$ cat config.mk
export PLATFORM = sky130hd
export DESIGN_NAME = stack_seq
export DESIGN_NICKNAME = d
export VERILOG_FILES = /design/src/rtl/stack_seq_pkg.sv /design/src/rtl/stack_addr_gen.sv /design/src/rtl/stack_seq.sv
export SDC_FILE = /design/constraint.sdc
export NUM_CORES = 1
export LEC_CHECK = 0
export BUFFER_PORTS_ARGS = -buffer_cell sky130_fd_sc_hd__buf_2
export CORE_ASPECT_RATIO = 1.2
export CORE_UTILIZATION = 30
export CTS_CLUSTER_SIZE = 20
export DETAILED_ROUTE_END_ITERATION = 10
export GPL_ROUTABILITY_DRIVEN = 0
export PLACE_DENSITY_LB_ADDON = 0.08
export SKIP_CTS_REPAIR_TIMING = 1
export SLEW_MARGIN = 20
export SYNTH_ARGS = -nofsm -noshare
export SYNTH_HDL_FRONTEND = slang
export SYNTH_HIERARCHICAL = 1
export SYNTH_SLANG_ARGS = --single-unit
$ cat constraint.sdc
create_clock -name clock -period 5.63 [get_ports clock]
set_clock_uncertainty 0.05 [all_clocks]
set_input_delay 0.8445 -clock clock [delete_from_list [all_inputs] [get_ports clock]]
set_output_delay 0.8445 -clock clock [all_outputs]
set_load 0.01 [all_outputs]
$ cat src/rtl/stack_seq_pkg.sv
// Shared encodings for the stack sequencer: request opcodes and FSM states.
package stack_seq_pkg;

   typedef enum logic [1:0] {
      STK_PUSH = 2'b00,
      STK_POP  = 2'b01,
      STK_CALL = 2'b10,
      STK_RET  = 2'b11
   } stk_op_e;

   typedef enum logic [2:0] {
      S_IDLE = 3'd0,
      S_WR_A = 3'd1,
      S_WR_B = 3'd2,
      S_RD_A = 3'd3,
      S_RD_B = 3'd4,
      S_RD_C = 3'd5,
      S_DONE = 3'd6
   } stk_state_e;

endpackage

$ cat src/rtl/stack_addr_gen.sv
// Combinational stack address / SP arithmetic (modulo 2^DATA_W) with wrap flags.
module stack_addr_gen
   import stack_seq_pkg::*;
#(
   parameter int DATA_W = 8
) (
   input  logic [DATA_W-1:0] wp,
   input  stk_state_e        state,
   input  stk_op_e           op,
   output logic [DATA_W-1:0] ram_addr,
   output logic [DATA_W-1:0] sp_new,
   output logic              stk_ovf,
   output logic              stk_udf
);

   logic [DATA_W:0]   wp_p1;
   logic [DATA_W:0]   wp_p2;
   logic [DATA_W-1:0] wp_m1;
   logic [DATA_W-1:0] wp_m2;

   // The extra MSB of the up-sums is the overflow carry.
   assign wp_p1 = {1'b0, wp} + (DATA_W+1)'(1);
   assign wp_p2 = {1'b0, wp} + (DATA_W+1)'(2);
   assign wp_m1 = wp - DATA_W'(1);
   assign wp_m2 = wp - DATA_W'(2);

   // NOTE: every output gets a default first so no path infers a latch.
   always_comb begin
      ram_addr = '0;
      sp_new   = '0;
      stk_ovf  = 1'b0;
      stk_udf  = 1'b0;
      case (state)
         S_WR_A: ram_addr = wp_p1[DATA_W-1:0];
         S_WR_B: ram_addr = wp_p2[DATA_W-1:0];
         S_RD_A: ram_addr = wp;
         S_RD_B: ram_addr = wp_m1;
         S_DONE: begin
            case (op)
               STK_PUSH: begin
                  sp_new  = wp_p1[DATA_W-1:0];
                  stk_ovf = wp_p1[DATA_W];
               end
               STK_CALL: begin
                  sp_new  = wp_p2[DATA_W-1:0];
                  stk_ovf = wp_p2[DATA_W];
               end
               STK_POP: begin
                  sp_new  = wp_m1;
                  stk_udf = (wp < DATA_W'(1));
               end
               default: begin
                  sp_new  = wp_m2;
                  stk_udf = (wp < DATA_W'(2));
               end
            endcase
         end
         default: ;
      endcase
   end

endmodule

$ cat src/rtl/stack_seq.sv
// Multi-cycle stack sequencer: PUSH/POP/CALL/RET against internal RAM, returns updated SP.
module stack_seq
   import stack_seq_pkg::*;
#(
   parameter int PC_W   = 16,
   parameter int DATA_W = 8
) (
   input  logic              clock,
   input  logic              reset,
   input  logic              op_valid,
   input  logic [1:0]        op_code,
   output logic              op_ready,
   input  logic [DATA_W-1:0] push_data,
   input  logic [PC_W-1:0]   call_pc,
   input  logic [DATA_W-1:0] sp_in,
   output logic [DATA_W-1:0] sp_new,
   output logic              sp_load,
   output logic [DATA_W-1:0] ram_addr,
   output logic [DATA_W-1:0] ram_wdata,
   output logic              ram_wr,
   output logic              ram_rd,
   input  logic [DATA_W-1:0] ram_rdata,
   output logic [DATA_W-1:0] pop_data,
   output logic [PC_W-1:0]   ret_pc,
   output logic              done,
   output logic              stk_ovf,
   output logic              stk_udf
);

   stk_state_e        state, state_nx;
   stk_op_e           op_r;
   logic [DATA_W-1:0] data_r;
   logic [PC_W-1:0]   pc_r;
   logic [DATA_W-1:0] wp;
   logic              accept;

   assign op_ready = (state == S_IDLE);
   assign accept   = op_valid && op_ready;

   // NOTE: sequential state uses non-blocking assignments so every register samples pre-edge values.
   always_ff @(posedge clock or negedge reset) begin
      if (!reset) begin
         state    <= S_IDLE;
         op_r     <= STK_PUSH;
         data_r   <= '0;
         pc_r     <= '0;
         wp       <= '0;
         pop_data <= '0;
         ret_pc   <= '0;
      end else begin
         state <= state_nx;
         if (accept) begin
            op_r   <= stk_op_e'(op_code);
            data_r <= push_data;
            pc_r   <= call_pc;
            wp     <= sp_in;
         end
         // Read data lags ram_rd by one cycle: RD_B sees byte @wp, RD_C sees the last read.
         if (state == S_RD_B)
            ret_pc[PC_W-1:DATA_W] <= ram_rdata;
         if (state == S_RD_C) begin
            if (op_r == STK_POP)
               pop_data <= ram_rdata;
            else
               ret_pc[DATA_W-1:0] <= ram_rdata;
         end
      end
   end

   always_comb begin
      state_nx = state;
      case (state)
         S_IDLE: begin
            if (op_valid) begin
               if (op_code == STK_PUSH || op_code == STK_CALL)
                  state_nx = S_WR_A;
               else
                  state_nx = S_RD_A;
            end
         end
         S_WR_A:  state_nx = (op_r == STK_CALL) ? S_WR_B : S_DONE;
         S_WR_B:  state_nx = S_DONE;
         S_RD_A:  state_nx = (op_r == STK_RET) ? S_RD_B : S_RD_C;
         S_RD_B:  state_nx = S_RD_C;
         S_RD_C:  state_nx = S_DONE;
         default: state_nx = S_IDLE;
      endcase
   end

   always_comb begin
      ram_wdata = '0;
      if (state == S_WR_A)
         ram_wdata = (op_r == STK_CALL) ? pc_r[DATA_W-1:0] : data_r;
      else if (state == S_WR_B)
         ram_wdata = pc_r[PC_W-1:DATA_W];
   end

   assign ram_wr  = (state == S_WR_A) || (state == S_WR_B);
   assign ram_rd  = (state == S_RD_A) || (state == S_RD_B);
   assign done    = (state == S_DONE);
   assign sp_load = done;

   stack_addr_gen #(.DATA_W(DATA_W)) u_addr_gen (
      .wp       (wp),
      .state    (state),
      .op       (op_r),
      .ram_addr (ram_addr),
      .sp_new   (sp_new),
      .stk_ovf  (stk_ovf),
      .stk_udf  (stk_udf)
   );

endmodule

# Yosys cells after proc, flatten, opt, wreduce, memory -nomap -nowiden
# Index checks and enable logic that the tools add are counted.
# Widths: inputs -> output; s select.
[word_totals] inputBits=45 register_bits=61 mem_count=0 mem_bits_ro=0 latch_bits=0 wordCells=52 output_inout_bits=55 ramBits=0
[classes] n_shift=0 n_addsub=4 bitwise_logic=1 n_div=0 multipliers=0 reduce_logical=11 magnitude_cmp=2 eq_ne=11 muxes=15
[op_table] operator="$mux 8" n=4
[op_table] operator="$pmux 8 s4" n=1
[op_table] operator="$pmux 8 s3" n=1
[op_table] operator="$pmux 3 s5" n=1
[op_table] operator="$add 8x1->9 const B" n=1
[op_table] operator="$add 8x2->9 const B" n=1
[op_table] operator="$eq 3x3->1 const B" n=3
[op_table] operator="$lt 8x1->1 const B" n=1
[op_table] operator="$lt 8x2->1 const B" n=1
[op_table] operator="$sub 8x1->8 const B" n=1
[op_table] operator="$sub 8x2->8 const B" n=1
[op_table] operator="$eq 2x2->1 const B" n=3
[op_table] operator="$eq 3x2->1 const B" n=2
[op_table] operator="$mux 3" n=2
[op_table] operator="$logic_not 2->1" n=2
[op_table] operator="$pmux 1 s2" n=2
[op_table] operator="$reduce_and 2->1" n=2
[op_table] operator="$reduce_or 2->1" n=2
[op_table] operator="$eq 3x1->1 const B" n=1
[op_table] operator="$logic_not 3->1" n=1
[op_table] operator="$logic_or 1x1->1" n=3
[op_table] operator="$mux 1" n=3
[op_table] operator="$eq 2x1->1 const B" n=1
[op_table] operator="$mux 2" n=1
[op_table] operator="3 further kinds" n=3

# Longest topological paths before layout
[logic_depth] depth_word=5 depth_mapped=7 ltp_nobuf=6

# Modules after synthesis
# The synthesis kept the hierarchy.
[modules_own_cells] module="stack_seq" cells_each=179 n_inst=1 seq_area_each_um2=1526.5 area_per_inst_um2=2598.7
[modules_own_cells] module="stack_addr_gen" cells_each=139 n_inst=1 seq_area_each_um2=0.0 area_per_inst_um2=943.4

# Worst setup path after synthesis
# No wires, ideal clock.
[synth_path] path_type="register -> output" startpoint="register wp[0]" endpoint="output port sp_new[6]" arrival_ps=1894 n_path_buf=1 required_ps=4736 slack_ps=2842 path_stages_with_launch=8 path_cell_list="dfrtp_1 -> clkbuf_1 -> inv_1 -> ha_1 -> nor4b_2 -> a221oi_1 -> or3_1 -> a21oi_1"
[synth_between] elab_chain_cells=3 word_cells_on_any_way=6 classes_between="4 x add/sub; 2 x mux"
[synth_lines] element="from (decl)" line="stack_seq.sv:34" source="logic [DATA_W-1:0] wp;"
[synth_lines] element="from (signal assigned)" line="stack_seq.sv:56" source="wp <= sp_in;"
[synth_lines] element="$sub 8x2->8, or another cell as far along" line="stack_addr_gen.sv:25" source="assign wp_m2 = wp - DATA_W'(2);"
[synth_lines] element="$pmux 8 s3 *" line="stack_addr_gen.sv:39" source="case (op)"
[synth_lines] element="$mux 8 *" line="stack_addr_gen.sv:33" source="case (state)"
[synth_lines] element="to (decl)" line="stack_seq.sv:16" source="output logic [DATA_W-1:0] sp_new,"
# Mark *: on every way between the ends. The rest lies on a longest branch, timed or not.

# Worst setup path after layout
[layout_path] startpoint="register op_r[1]" endpoint="output port ram_wdata[5]"
[layout_between] elab_chain_cells=3
[layout_lines] element="from (decl)" line="stack_seq.sv:31" source="stk_op_e op_r;"
[layout_lines] element="from (signal assigned)" line="stack_seq.sv:53" source="op_r <= stk_op_e'(op_code);"
[layout_lines] element="$eq 2x2->1" line="stack_seq.sv:93" source="ram_wdata = (op_r == STK_CALL) ? pc_r[DATA_W-1:0] : data_r;"
[layout_lines] element="$mux 8" line="stack_seq.sv:93"
[layout_lines] element="$mux 8" line="stack_seq.sv:92" source="if (state == S_WR_A)"
[layout_lines] element="to (decl)" line="stack_seq.sv:19" source="output logic [DATA_W-1:0] ram_wdata,"
# Every way passes these cells.

==> parameters.txt <==
Parameter                              Value

Worst setup path
  Number of cells on the worst reg-to-reg path    4
  Crit-path max FO    14
  Element type at the critical path start    register
  Flop2flop setup slack    between 3 and 4 ns
  Start point of the critical path    op_r[1]
  Critical path class    register to output pin
  Reg-to-reg critical path endpoint    data_r[6]
  CP Capture Type    output pin
  Reg-to-reg startpoint    state[0]
  Required arrival time at the worst endpoint    roughly 4.7 ns
  CP arrival    2.49 ns

Cells and area
  Number of antenna cells inserted    0
  Non-filler instance count after layout    569
  Net total in the final layout    458
  Area growth syn-to-layout    23.81%
  Commonest non-fill, non-tap cell in the layout    sky130_fd_sc_hd__buf_2
  Fraction of final layout cells sized beyond drive strength 1    between 40% and 50%
  Top library cells by usage in the layout, fill and taps aside    99 x sky130_fd_sc_hd__buf_2, 61 x sky130_fd_sc_hd__dfrtp_1, 57 x sky130_fd_sc_hd__mux2_2

GRT
  Number of antenna violations at the first check in global routing    0
  Global-route wire length before repair    approximately 15000 um
  Total congestion overflow    0
  Via count of the first global-routing pass    between 2000 and 3000
  Global-route total usage across every layer    approximately 16%
  Largest net degree at the start of global routing    62

Drt
  Average vias per placed instance    ~4.9
  Drt pass-1 iters    4
  Count of routing violations after the opening detailed-route iteration    94
  Total detailed-routing wirelength    roughly 9100 um
  Average routed wire per standard cell    around 16 um
  Vias after detailed routing    ~2800
  Remaining DRCs    0
  Antenna-violating nets left    0

Power and ir drop
  Power Density    between 600 and 700 nW/um2
  P_leak    around 2.0 nW
  Worst ir drop on vdd    roughly 0.22 mV
  Post-layout total power    about 2.7 mW

Synth
  Synthesis warning total    6
  Syn Nets    368
  Synthesized area    3542 um2
  Synth unique cells    slightly below 60
  Syn Area/Cell    roughly 11 um2
  Post-synthesis async set-or-reset flop share    100.0%
  Share of synthesized area occupied by flip-flops and latches    43.09%
  Number of synthesized register bits    ~60
  Count of mapped cells out of synthesis    318
  Count of flip-flops with a built-in enable after synthesis    0
  Most used flip-flop cell after synthesis    sky130_fd_sc_hd__dfrtp_1

Placement
  Half-perimeter wire length after placement    approximately 6400 um
  Pre-CTS setup slack    roughly 2.6 ns
  Number of buffers added on ports    99
  Number of placed cells counting well taps    approximately 550

Clock tree
  Number of buffers inserted during clock tree synthesis    9
  Number of buffers on the longest clock path    2
  Clock latency at the later pin of the worst-skew pair    ~0.33 ns
  Number of sinks handled by clock tree synthesis    61
  Clock-pin slew on the worst setup and hold paths    roughly 0.050 ns
  Max H-tree Level    3
  Clock tree from TritonCTS    done
  Clock Root Buffer    sky130_fd_sc_hd__clkbuf_16

Timing
  Setup repair after global routing missed its margin    no
  Minimum period implied by the final worst setup slack    around 3.4 ns
  Worst setup margin    between 2 and 2.5 ns
  Max Transition Viols Final    0
  Max transition margin    about 28%
  Total of endpoints with negative setup slack in the final report    0
  Actual slew at the worst max-slew pin    1.076 ns
  Setup_tns    0 ns
  Count of final hold-check violations    0
  Share of the clock period used by the worst path after layout    60.17%
  Worst-case hold slack    between 0.4 and 0.5 ns
  Max Clk Rate    between 200 and 300 MHz

Worst hold path
  Hold crit path type    register to register
  Worst hold path endpoint    pc_r[14]
  Worst hold start    pc_r[14]
  Hold-critical path depth    1

Floorplanning
  Total Die Area    between 10000 and 15000 um2
  Chip width    roughly 100 um
  I/O Pins    100
  Core outline area    ~12000 um2
  Initial Utilization    approximately 30%
  Die outline height    approximately 120 um
  Standard-cell rows    43

Run
  Number of max-cap violations    0

Status
  Status    completed
layout make-up:
cell class / count / area (um2)
Sequential cell: 61 / 1526
Timing Repair Buffer: 101 / 510.5
Clock inverter: 1 / 5.005
Clock buffer: 14 / 274.0
Inverter: 9 / 33.78
Tap cell: 157 / 196.4
Multi-Input combinational cell: 226 / 1839
Fill cell: 1204 / 7128
layer usage:
| layer | track usage, % | routed length, um |
|---|---|---|
| met2 | 26.66 | 4582 |
| met4 | 7.609 | 189 |
| met1 | 18.82 | 3865 |
| met5 | 0 | 0 |
| met3 | 4.263 | 464 |
registers in the layout (all words and copies together) (netlist names):
| name | cells |
|---|---|
| pc_r | 16 |
| op_r | 2 |
| pop_data | 8 |
| ret_pc | 16 |
| wp | 8 |
| data_r | 8 |
| state | 3 |
metrics by stage:
step	util [%]	area (um2)
detailed placement	35.67	4106
finish	38.09	4385
global route	38.09	4385
floorplan	-	3542
CTS	38.09	4385
global placement	35.67	4106
worst max-delay path: stages, from the launching register on:
cell and delay, ns:
sky130_fd_sc_hd__dfrtp_1 0.66, sky130_fd_sc_hd__nor2b_1 0.92, sky130_fd_sc_hd__mux2i_1 0.18, sky130_fd_sc_hd__o21ai_0 0.23
sky130_fd_sc_hd__buf_2 0.17
cell usage after synthesis (2+ instances only):
cell	count	share of area, %
sky130_fd_sc_hd__mux2i_1	9	2.5
sky130_fd_sc_hd__a211oi_1	4	0.85
sky130_fd_sc_hd__nand2b_1	6	1.1
sky130_fd_sc_hd__o211ai_1	3	0.64
sky130_fd_sc_hd__xnor2_1	11	2.7
sky130_fd_sc_hd__a221oi_1	2	0.49
sky130_fd_sc_hd__dfrtp_1	61	43
sky130_fd_sc_hd__and4_1	2	0.49
sky130_fd_sc_hd__nor4b_1	2	0.49
sky130_fd_sc_hd__buf_6	5	1.6
sky130_fd_sc_hd__nand3_1	5	0.71
sky130_fd_sc_hd__o21ai_0	17	2.4
sky130_fd_sc_hd__a21oi_1	14	2.0
sky130_fd_sc_hd__a21o_1	3	0.64
sky130_fd_sc_hd__a21boi_0	2	0.42
sky130_fd_sc_hd__mux2_2	57	18
sky130_fd_sc_hd__nor2_1	10	1.1
sky130_fd_sc_hd__or3_1	3	0.53
sky130_fd_sc_hd__or3b_2	2	0.49
sky130_fd_sc_hd__and3b_1	3	0.74
sky130_fd_sc_hd__nor2b_1	8	1.4
sky130_fd_sc_hd__clkbuf_1	4	0.42
sky130_fd_sc_hd__nor4_1	2	0.35
sky130_fd_sc_hd__buf_4	3	0.64
sky130_fd_sc_hd__o21a_1	2	0.42
sky130_fd_sc_hd__o22ai_1	5	0.88
sky130_fd_sc_hd__ha_1	5	1.8
sky130_fd_sc_hd__and2_1	3	0.53
sky130_fd_sc_hd__inv_1	9	0.95
sky130_fd_sc_hd__buf_2	9	1.3
sky130_fd_sc_hd__a21oi_2	2	0.49
sky130_fd_sc_hd__xor2_1	2	0.49
sky130_fd_sc_hd__or2_2	2	0.35
sky130_fd_sc_hd__nand2_1	16	1.7
how the worst max path moves through the flow:
stage / slack, ns / endpoint / cells after the start
final: 2.24 / ram_wdata[5] / 4
after global routing: 2.03 / sp_new[6] / 7
after CTS: 2.21 / ram_wdata[5] / 4
after detailed placement: 2.58 / ram_wdata[5] / 4
after global placement: 2.57 / ram_wdata[5] / 4
after floorplan: 2.84 / sp_new[6] / 7
cell families after synthesis:
kind of cell               synth area share (%)
DFF                                       43.09
and+or+nand+nor                           13.78
xor gates and xnor gates                  3.214
muxes                                     20.98
AOI/OAI and AO/OA                         12.19
buffers and inverters                     4.980
adders and majority gates                 1.766
power breakdown:
group / internal (mW) / switching (mW) / total (mW)
sequential: 0.660 / 0.294 / 0.955
combinational: 0.642 / 0.609 / 1.25
clock: 0.330 / 0.182 / 0.512
Power figures use the tool's default switching activity.
